==> src/rtl/cpu_exc_defs.sv <==
// Exception codes and arbiter FSM state encodings, shared with cp0.
package cpu_exc_defs;

  localparam logic [4:0] EX_CODE_INT    = 5'h00;
  localparam logic [4:0] EX_CODE_HLT    = 5'h01;
  localparam logic [4:0] EX_CODE_RESUME = 5'h02;
  localparam logic [4:0] EX_CODE_ADEL   = 5'h04;
  localparam logic [4:0] EX_CODE_ADES   = 5'h05;
  localparam logic [4:0] EX_CODE_SYS    = 5'h08;
  localparam logic [4:0] EX_CODE_BP     = 5'h09;
  localparam logic [4:0] EX_CODE_RI     = 5'h0a;
  localparam logic [4:0] EX_CODE_OF     = 5'h0c;

  typedef enum logic [1:0] {
    ST_RUN   = 2'd0,
    ST_BLOCK = 2'd1,
    ST_HALT  = 2'd2
  } exc_state_e;

  function automatic logic exc_is_halt(input logic [4:0] code);
    return code == EX_CODE_HLT;
  endfunction

endpackage

==> src/rtl/int_sync.sv <==
// Parameterised-width two-flop synchronizer for asynchronous interrupt lines.
// Only compiled when EXC_INT_SYNC_EN is defined.
`ifdef EXC_INT_SYNC_EN
module int_sync #(
  parameter int W = 1
) (
  input  logic         clk,
  input  logic         rst_n,
  input  logic [W-1:0] d,
  output logic [W-1:0] q
);

  logic [W-1:0] meta_q;
  logic [W-1:0] sync_q;

  always_ff @(posedge clk) begin
    if (!rst_n) begin
      meta_q <= '0;
      sync_q <= '0;
    end else begin
      meta_q <= d;
      sync_q <= meta_q;
    end
  end

  assign q = sync_q;

endmodule
`endif

==> src/rtl/exc_arbiter.sv <==
// Exception/interrupt arbiter ahead of cp0: one registered, prioritised event per cycle.
// Define EXC_INT_SYNC_EN to route int_hw_in through a 2-flop synchronizer.
module exc_arbiter
  import cpu_exc_defs::*;
#(
  parameter int HOLDOFF_CYCLES = 3,
  parameter int CNT_W          = 4
) (
  input  logic        clk,
  input  logic        rst_n,
  input  logic        wb_valid,
  input  logic [31:0] wb_pc,
  input  logic        wb_bd,
  input  logic        wb_exc_valid,
  input  logic [4:0]  wb_exc_code,
  input  logic        wb_eret,
  input  logic [5:0]  int_hw_in,
  input  logic [1:0]  int_sw,
  input  logic        ie,
  input  logic        exl,
  input  logic [7:0]  int_mask,
  output logic [5:0]  int_hw_out,
  output logic        ex_wb,
  output logic [4:0]  ex_code,
  output logic [31:0] epc,
  output logic        bd,
  output logic        eret_flush,
  output logic        halted
);

  localparam logic [CNT_W-1:0] HOLD_LOAD = CNT_W'(HOLDOFF_CYCLES);

  exc_state_e        state_q, state_d;
  logic [CNT_W-1:0]  cnt_q, cnt_d;
  logic              ex_wb_q, ex_wb_d;
  logic [4:0]        ex_code_q, ex_code_d;
  logic [31:0]       epc_q, epc_d;
  logic              bd_q, bd_d;
  logic              eret_flush_q, eret_flush_d;
  logic              halted_q, halted_d;
  logic [5:0]        int_hw_q;
  logic              int_req;
  logic              int_take;

`ifdef EXC_INT_SYNC_EN
  int_sync #(.W(6)) u_int_sync (
    .clk   (clk),
    .rst_n (rst_n),
    .d     (int_hw_in),
    .q     (int_hw_q)
  );
`else
  always_ff @(posedge clk) begin
    if (!rst_n) int_hw_q <= '0;
    else        int_hw_q <= int_hw_in;
  end
`endif

  assign int_req  = |({int_hw_q, int_sw} & int_mask);
  assign int_take = int_req & ie & ~exl & wb_valid;

  always_comb begin
    state_d      = state_q;
    cnt_d        = cnt_q;
    ex_wb_d      = 1'b0;
    eret_flush_d = 1'b0;
    ex_code_d    = ex_code_q;
    epc_d        = epc_q;
    bd_d         = bd_q;

    case (state_q)
      ST_RUN: begin
        if (wb_valid && wb_exc_valid) begin
          ex_wb_d   = 1'b1;
          ex_code_d = wb_exc_code;
          epc_d     = wb_pc;
          bd_d      = wb_bd;
          if (exc_is_halt(wb_exc_code)) begin
            state_d = ST_HALT;
          end else begin
            state_d = ST_BLOCK;
            cnt_d   = HOLD_LOAD;
          end
        end else if (int_take) begin
          // Interrupt preempts the WB instruction, so its PC becomes epc.
          ex_wb_d   = 1'b1;
          ex_code_d = EX_CODE_INT;
          epc_d     = wb_pc;
          bd_d      = wb_bd;
          state_d   = ST_BLOCK;
          cnt_d     = HOLD_LOAD;
        end else if (wb_valid && wb_eret) begin
          eret_flush_d = 1'b1;
          state_d      = ST_BLOCK;
          cnt_d        = HOLD_LOAD;
        end
      end

      ST_BLOCK: begin
        // Leave as the count reaches zero; a zero count never wraps.
        if (cnt_q <= CNT_W'(1)) begin
          cnt_d   = '0;
          state_d = ST_RUN;
        end else begin
          cnt_d = cnt_q - CNT_W'(1);
        end
      end

      ST_HALT: begin
        if (int_req) begin
          ex_wb_d   = 1'b1;
          ex_code_d = EX_CODE_RESUME;
          state_d   = ST_BLOCK;
          cnt_d     = HOLD_LOAD;
        end
      end

      default: begin
        state_d = ST_RUN;
        cnt_d   = '0;
      end
    endcase

    halted_d = (state_d == ST_HALT);
  end

  always_ff @(posedge clk) begin
    if (!rst_n) begin
      state_q      <= ST_RUN;
      cnt_q        <= '0;
      ex_wb_q      <= 1'b0;
      ex_code_q    <= '0;
      epc_q        <= '0;
      bd_q         <= 1'b0;
      eret_flush_q <= 1'b0;
      halted_q     <= 1'b0;
    end else begin
      state_q      <= state_d;
      cnt_q        <= cnt_d;
      ex_wb_q      <= ex_wb_d;
      ex_code_q    <= ex_code_d;
      epc_q        <= epc_d;
      bd_q         <= bd_d;
      eret_flush_q <= eret_flush_d;
      halted_q     <= halted_d;
    end
  end

  assign int_hw_out = int_hw_q;
  assign ex_wb      = ex_wb_q;
  assign ex_code    = ex_code_q;
  assign epc        = epc_q;
  assign bd         = bd_q;
  assign eret_flush = eret_flush_q;
  assign halted     = halted_q;

endmodule
==> config.mk <==
export PLATFORM = sky130hd
export DESIGN_NAME = exc_arbiter
export DESIGN_NICKNAME = d
export VERILOG_FILES = /design/src/rtl/cpu_exc_defs.sv /design/src/rtl/int_sync.sv /design/src/rtl/exc_arbiter.sv
export SDC_FILE = /design/constraint.sdc
export NUM_CORES = 1
export LEC_CHECK = 0
export CAP_MARGIN = 20
export CORE_MARGIN = 4
export CORE_UTILIZATION = 29
export CTS_CLUSTER_SIZE = 14
export DETAILED_ROUTE_END_ITERATION = 7
export MAX_ROUTING_LAYER = met4
export PLACE_DENSITY = 0.59
export SETUP_SLACK_MARGIN = 0.02
export SYNTH_ARGS = -nofsm -noshare
export SYNTH_HDL_FRONTEND = slang
export SYNTH_SLANG_ARGS = --single-unit
==> constraint.sdc <==
create_clock -name clk -period 1.85 [get_ports clk]
set_input_delay 0.37 -clock clk [delete_from_list [all_inputs] [get_ports clk]]
set_output_delay 0.37 -clock clk [all_outputs]
set_load 0.02 [all_outputs]
# Yosys cells after proc, flatten, opt, wreduce, memory -nomap -nowiden
# Cells that the tools add are included.
# totals
elab_cells	63
latchBits	0
mem_bits_rw	0
output_inout_bits	47
n_memories	0
register_bits	53
mem_bits_ro	0
# classes
n_div	0
multipliers	0
addsub	1
magnitude_cmp	1
n_eq_ne	8
n_reduce_logical	10
shift	0
bitwise_logic	7
muxes	27
# ops
cell	n
$mux W32	2
$mux W4	6
$mux W5	3
$mux W2	6
$pmux W4 S3	1
$pmux W5 S2	1
$and A8 B8 Y8	1
$reduce_or A8 Y1	1
$mux W1	6
$ne A3 B3 Y1 const B	2
$pmux W2 S3	1
$reduce_and A3 Y1	2
$eq A5 B1 Y1 const B	1
$eq A2 B2 Y1 const B	2
$le A4 B1 Y1 const B	1
$ne A4 B4 Y1 const B	1
$reduce_bool A2 Y1	2
$reduce_or A4 Y1	1
$sub A4 B1 Y4 const B	1
$and A1 B1 Y1	3
$not A1 Y1	3
$eq A2 B1 Y1 const B	1
$logic_and A1 B1 Y1	2
$logic_not A2 Y1	1
3 further kinds	3

# Depth between registers and ports, before layout
# depth
word_depth	9
depth_mapped	6
mapped_depth_nobuf	6

# Worst setup path before layout
# OpenSTA, ideal clock, no wires.
# synth_timing
kind	reg2reg
startpoint	reg int_hw_q[0] (netlist: int_hw_out[0])
endpoint	reg bd_q (netlist: bd)
n_path_buf	2
arrival_time_ps	1529
required_ps	1778
setup_time_ps	72
stages_incl_launch_ff	7
path_slack_ps	249
path_cell_list	dfxtp_1 -> a22oi_1 -> and4_1 -> buf_2 -> o22ai_2 -> buf_6 -> mux2i_1
# synth_between
elab_chain_cells	7
# synth_rtl
element	line_no	text
start, declared	exc_arbiter.sv:41	logic [5:0] int_hw_q;
start signal, assigned	exc_arbiter.sv:55	else int_hw_q <= int_hw_in;
$and A8 B8 Y8	exc_arbiter.sv:59	assign int_req = |({int_hw_q, int_sw} & int_mask);
$reduce_or A8 Y1	exc_arbiter.sv:59	
$and A1 B1 Y1 (3 in series)	exc_arbiter.sv:60	assign int_take = int_req & ie & ~exl & wb_valid;
$reduce_bool A2 Y1 (no source line)	--	
$reduce_and A2 Y1 (no source line)	--	
end signal, assigned	exc_arbiter.sv:134	bd_q <= 1'b0;
end signal, assigned	exc_arbiter.sv:143	bd_q <= bd_d;
end, declared	exc_arbiter.sv:38	logic bd_q, bd_d;
# Every way passes these cells.
# A chain may end at the register's enable or synchronous reset.

# Worst setup path after layout
# layout_timing
startpoint	in wb_valid
endpoint	reg cnt_q[1]
# layout_between
elab_chain_cells	4
word_cells_on_any_way	9
cone_classes	eq/ne: 2; mux: 3; bitwise: 1; reduce/logical: 3
# layout_rtl
element	line_no	text
start, declared	exc_arbiter.sv:11	input logic wb_valid,
$and A1 B1 Y1	exc_arbiter.sv:60	
$mux W4	exc_arbiter.sv:84	end else if (int_take) begin
$mux W4	exc_arbiter.sv:73	if (wb_valid && wb_exc_valid) begin
$pmux W4 S3	exc_arbiter.sv:71	case (state_q)
end signal, assigned	exc_arbiter.sv:139	cnt_q <= cnt_d;
end, declared	exc_arbiter.sv:34	logic [CNT_W-1:0] cnt_q, cnt_d;
# Several ways; a longest one is shown, not always the timed one.

==> flow_summary.html <==
<table>
<tr><th>Metric</th><th>Value</th></tr>
<tr><th colspan="2">Timing</th></tr>
<tr><td>Worst Tran Pin Value</td><td>0.491 ns</td></tr>
<tr><td>Worst slew margin relative to its limit</td><td>around 67%</td></tr>
<tr><td>Minimum clock period</td><td>1.72 ns</td></tr>
<tr><td>Achievable Freq</td><td>580 MHz</td></tr>
<tr><td>Final total negative setup slack</td><td>0 ns</td></tr>
<tr><td>Setup repair after global routing missed its margin</td><td>false</td></tr>
<tr><td>Share of the cycle needed by the critical path after routing</td><td>93.2%</td></tr>
<tr><td>Final slew viol count</td><td>0</td></tr>
<tr><td>Setup violations, final</td><td>0</td></tr>
<tr><td>Smallest hold slack</td><td>0.458 ns</td></tr>
<tr><td>Number of failing hold endpoints at the final stage</td><td>0</td></tr>
<tr><td>Final worst clock skew</td><td>0.00961 ns</td></tr>
<tr><td>Final Worst Setup Slack</td><td>0.126 ns</td></tr>
<tr><th colspan="2">Pwr</th></tr>
<tr><td>Cell internal pwr</td><td>around 0.0022 W</td></tr>
<tr><td>Worst ir drop on vdd</td><td>0.383 mV</td></tr>
<tr><td>Clock power share</td><td>31.9%</td></tr>
<tr><td>Sequential power share</td><td>43.7%</td></tr>
<tr><td>Total power divided by cell area</td><td>797 nW/um2</td></tr>
<tr><td>LEAKAGE</td><td>around 1.4 nW</td></tr>
<tr><td>Relative contribution of combinational cells to total power</td><td>24.4%</td></tr>
<tr><td>Power spent charging and discharging nets</td><td>0.000762 W</td></tr>
<tr><td>Switching fraction of total power</td><td>26.1%</td></tr>
<tr><th colspan="2">Global routing</th></tr>
<tr><td>Antenna violations before repair</td><td>0</td></tr>
<tr><td>Remaining global-route overflow</td><td>0</td></tr>
<tr><td>Total global-route track usage</td><td>about 13%</td></tr>
<tr><td>Via count of the first global-routing pass</td><td>2097</td></tr>
<tr><td>Wire length of the first global-routing pass</td><td>between 9000 and 10000 um</td></tr>
<tr><td>Pin count of the biggest net entering global routing</td><td>87</td></tr>
<tr><th colspan="2">Logic synthesis</th></tr>
<tr><td>Yosys synthesis warning count</td><td>0</td></tr>
<tr><td>Count of cell types in the netlist</td><td>40</td></tr>
<tr><td>Post-Syn Instances</td><td>245</td></tr>
<tr><td>Synthesized netlist net count</td><td>308</td></tr>
<tr><td>Mean area per synthesized cell</td><td>9.19 um2</td></tr>
<tr><td>Sequential-to-total area share from yosys stat</td><td>47.1%</td></tr>
<tr><td>Mapped Area</td><td>2250 um2</td></tr>
<tr><td>Post-synthesis register bit count</td><td>53</td></tr>
<tr><th colspan="2">Placement</th></tr>
<tr><td>Placed wire-length estimate after detailed placement</td><td>around 4400 um</td></tr>
<tr><td>Standard cell area after detailed placement</td><td>3530 um2</td></tr>
<tr><td>Setup slack after placement</td><td>-0.192 ns</td></tr>
<tr><td>Number of buffer cells added on primary ports</td><td>107</td></tr>
<tr><td>Global placer's final weighted congestion</td><td>0.789</td></tr>
<tr><th colspan="2">Floorplan</th></tr>
<tr><td>FP Rows</td><td>31</td></tr>
<tr><td>Die Area</td><td>between 9000 and 10000 um2</td></tr>
<tr><td>Die span in y</td><td>between 90 and 100 um</td></tr>
<tr><td>Placeable core area</td><td>7410 um2</td></tr>
<tr><td>Top-level port count</td><td>108</td></tr>
<tr><td>Width of the die</td><td>96.1 um</td></tr>
<tr><td>Starting Density</td><td>30.4%</td></tr>
<tr><th colspan="2">Detailed routing</th></tr>
<tr><td>Total iterations of the first detailed-routing run</td><td>4</td></tr>
<tr><td>Routed wire length</td><td>roughly 5900 um</td></tr>
<tr><td>Remaining routing DRC violations</td><td>0</td></tr>
<tr><td>Average detailed-routed wire length per instance</td><td>12.8 um</td></tr>
<tr><td>Initial detailed-routing violation count</td><td>95</td></tr>
<tr><td>Average via count per standard cell</td><td>~4.5</td></tr>
<tr><td>Number of vias in the routed layout</td><td>2085</td></tr>
<tr><td>Number of nets with antenna violations after detailed routing</td><td>0</td></tr>
<tr><th colspan="2">Clock tree</th></tr>
<tr><td>TritonCTS clock tree</td><td>done</td></tr>
<tr><td>Clock tree root driver cell</td><td>clkbuf_8</td></tr>
<tr><td>Clock Sink Count</td><td>53</td></tr>
<tr><td>Number of H-tree levels</td><td>2</td></tr>
<tr><td>Clock latency of the later-clocked register in the worst-skew pair</td><td>roughly 0.31 ns</td></tr>
<tr><td>Hold buffers post-CTS</td><td>0</td></tr>
<tr><td>Post-CTS resize count</td><td>0</td></tr>
<tr><td>Clock Pin Slew Worst Setup and Hold Paths</td><td>0.10 ns</td></tr>
<tr><td>Buffer count from post-CTS setup fixing</td><td>0</td></tr>
<tr><td>Cts bufs inserted</td><td>5</td></tr>
<tr><td>Maximum clock insertion buffer count</td><td>2</td></tr>
<tr><th colspan="2">Worst setup path</th></tr>
<tr><td>Worst setup slack for register-to-register paths</td><td>between 0.2 and 0.25 ns</td></tr>
<tr><td>Type of the worst setup path</td><td>input pin to flop</td></tr>
<tr><td>Critical Path RT</td><td>roughly 2.1 ns</td></tr>
<tr><td>Maximum fanout along the worst path</td><td>4</td></tr>
<tr><td>Worst reg2reg endpoint</td><td>state_q[0]</td></tr>
<tr><td>Crit start category</td><td>input pin</td></tr>
<tr><td>Worst reg-to-reg path cell count</td><td>6</td></tr>
<tr><td>Setup crit start</td><td>wb_valid</td></tr>
<tr><td>Worst flop-to-flop path startpoint</td><td>cnt_q[0]</td></tr>
<tr><td>Data arrival time of the worst path</td><td>1.93 ns</td></tr>
<tr><td>CP endpoint kind</td><td>flop</td></tr>
<tr><th colspan="2">Final layout</th></tr>
<tr><td>Final cell area excluding filler cells</td><td>3670 um2</td></tr>
<tr><td>Highest-count cells in the layout ignoring fill and taps</td><td>clkdlybuf4s50_1 (106), nand2_1 (70), dfxtp_1 (53)</td></tr>
<tr><td>Antenna Diode Count</td><td>0</td></tr>
<tr><td>Most common cell after layout, fill and taps aside</td><td>clkdlybuf4s50_1</td></tr>
<tr><td>Share of final-layout standard cells stronger than drive strength 1</td><td>roughly 8%</td></tr>
<tr><td>Total Nets Final</td><td>around 420</td></tr>
<tr><td>Layout overhead on the synthesized area</td><td>62.9%</td></tr>
<tr><td>Filler cell count in the final layout</td><td>711</td></tr>
<tr><th colspan="2">Worst hold path</th></tr>
<tr><td>Launch instance of the worst min-delay path</td><td>epc[5]</td></tr>
<tr><td>Type of the most critical hold path</td><td>flop to flop</td></tr>
<tr><td>Hold-critical path depth</td><td>2</td></tr>
<tr><td>Hold Crit Endpoint</td><td>epc[5]</td></tr>
<tr><th colspan="2">Status</th></tr>
<tr><td>Run status</td><td>complete, no violations</td></tr>
<tr><th colspan="2">Job</th></tr>
<tr><td>Max Cap Violations</td><td>0</td></tr>
</table>
==> logic make-up after synthesis <==
group           synth area share, %
simple gates                   20.1
fa+ha+maj                      1.11
compound gates                 12.8
flops                          47.1
buf+inv                        4.22
mux                            14.7
==> flip-flops by register name, summed over array words and instances, names as in the netlist <==
| signal | count |
|---|---|
| epc | 32 |
| int_hw_out | 6 |
| ex_code | 5 |
| cnt_q | 4 |
| state_q | 2 |
| bd | 1 |
| eret_flush | 1 |
| ex_wb | 1 |
| halted | 1 |
==> cell type report <==
cell class | count | area, um2 | area share, %
clock buffer | 5 | 68.8 | 1.88
clock inverter | 3 | 68.8 | 1.88
inverter | 5 | 18.8 | 0.512
multi-input combinational | 173 | 1100 | 30.1
sequential | 53 | 1060 | 28.9
tap | 99 | 124 | 3.38
timing repair buffer | 123 | 1220 | 33.4
==> worst max-delay path, cell delays in order <==
cell	delay, ns
clkdlybuf4s50_1	0.51
and4bb_1	0.26
nand4_1	0.14
a311o_2	0.44
o211a_1	0.22
==> how the worst max path moves through the flow <==
stage / end / slack (ns) / depth (start not counted)
final: cnt_q[1] / 0.13 / 5
after global routing: state_q[0] / 0.05 / 6
after CTS: state_q[0] / 0.02 / 6
after detailed placement: cnt_q[1] / -0.19 / 5
after global placement: cnt_q[0] / -0.13 / 5
after floorplan: bd / 0.25 / 6
==> power by group through the flow <==
stage / combinational, W / sequential [W] / clock, W
after floorplan: 0.000265 / 0.00139 / 0
after global placement: 0.000713 / 0.00130 / 0
after detailed placement: 0.000720 / 0.00130 / 0
after CTS: 0.000724 / 0.00128 / 0.000972
after global routing: 0.000776 / 0.00129 / 0.00101
final: 0.000712 / 0.00128 / 0.000933
==> cell usage after synthesis <==
library cell | number | share of area, %
or3b_2 | 1 | 0.39
nand3b_1 | 1 | 0.33
ha_1 | 2 | 1.1
nor3_1 | 2 | 0.44
o2bb2ai_1 | 1 | 0.39
a22oi_1 | 4 | 1.3
a32oi_1 | 4 | 1.6
a22o_1 | 1 | 0.39
o21ai_0 | 7 | 1.6
o22ai_2 | 1 | 0.56
nor2_1 | 5 | 0.83
nand2b_1 | 4 | 1.1
a21oi_1 | 3 | 0.67
clkbuf_1 | 10 | 1.7
o311a_1 | 1 | 0.44
o211ai_1 | 1 | 0.33
nand4_1 | 2 | 0.56
or2b_1 | 1 | 0.33
nor2b_1 | 1 | 0.28
nand4b_1 | 1 | 0.39
and4bb_1 | 1 | 0.56
and4_1 | 1 | 0.39
a221oi_2 | 1 | 0.67
a31oi_1 | 1 | 0.28
o211a_1 | 3 | 1.3
dfxtp_1 | 53 | 47
nand2_1 | 70 | 12
o31ai_1 | 2 | 0.67
a41oi_1 | 1 | 0.39
a311o_2 | 1 | 0.50
inv_1 | 5 | 0.83
o21a_1 | 2 | 0.67
o311ai_0 | 1 | 0.39
and2_1 | 6 | 1.7
a311oi_1 | 1 | 0.39
nand3_1 | 5 | 1.1
buf_6 | 3 | 1.5
a211oi_1 | 1 | 0.33
mux2i_1 | 33 | 15
buf_2 | 1 | 0.22
==> metrics by stage <==
stage / power (W) / utilization [%] / instances
finish: 0.00292 / 49.5 / 461
global route: 0.00308 / 49.5 / 461
CTS: 0.00298 / 49.5 / 461
detailed placement: 0.00203 / 47.7 / 453
global placement: 0.00202 / 47.7 / 453
floorplan: 0.00165 / - / 245
==> routing by layer <==
metal	routed length [um]	GRT usage, %	up-vias
met5	0	-	-
met2	2780	21.4	69
met4	65	3.91	0
met3	469	3.99	5
li1	-	-	1081
met1	2580	16.5	930
(Power assumes the default switching activity.)
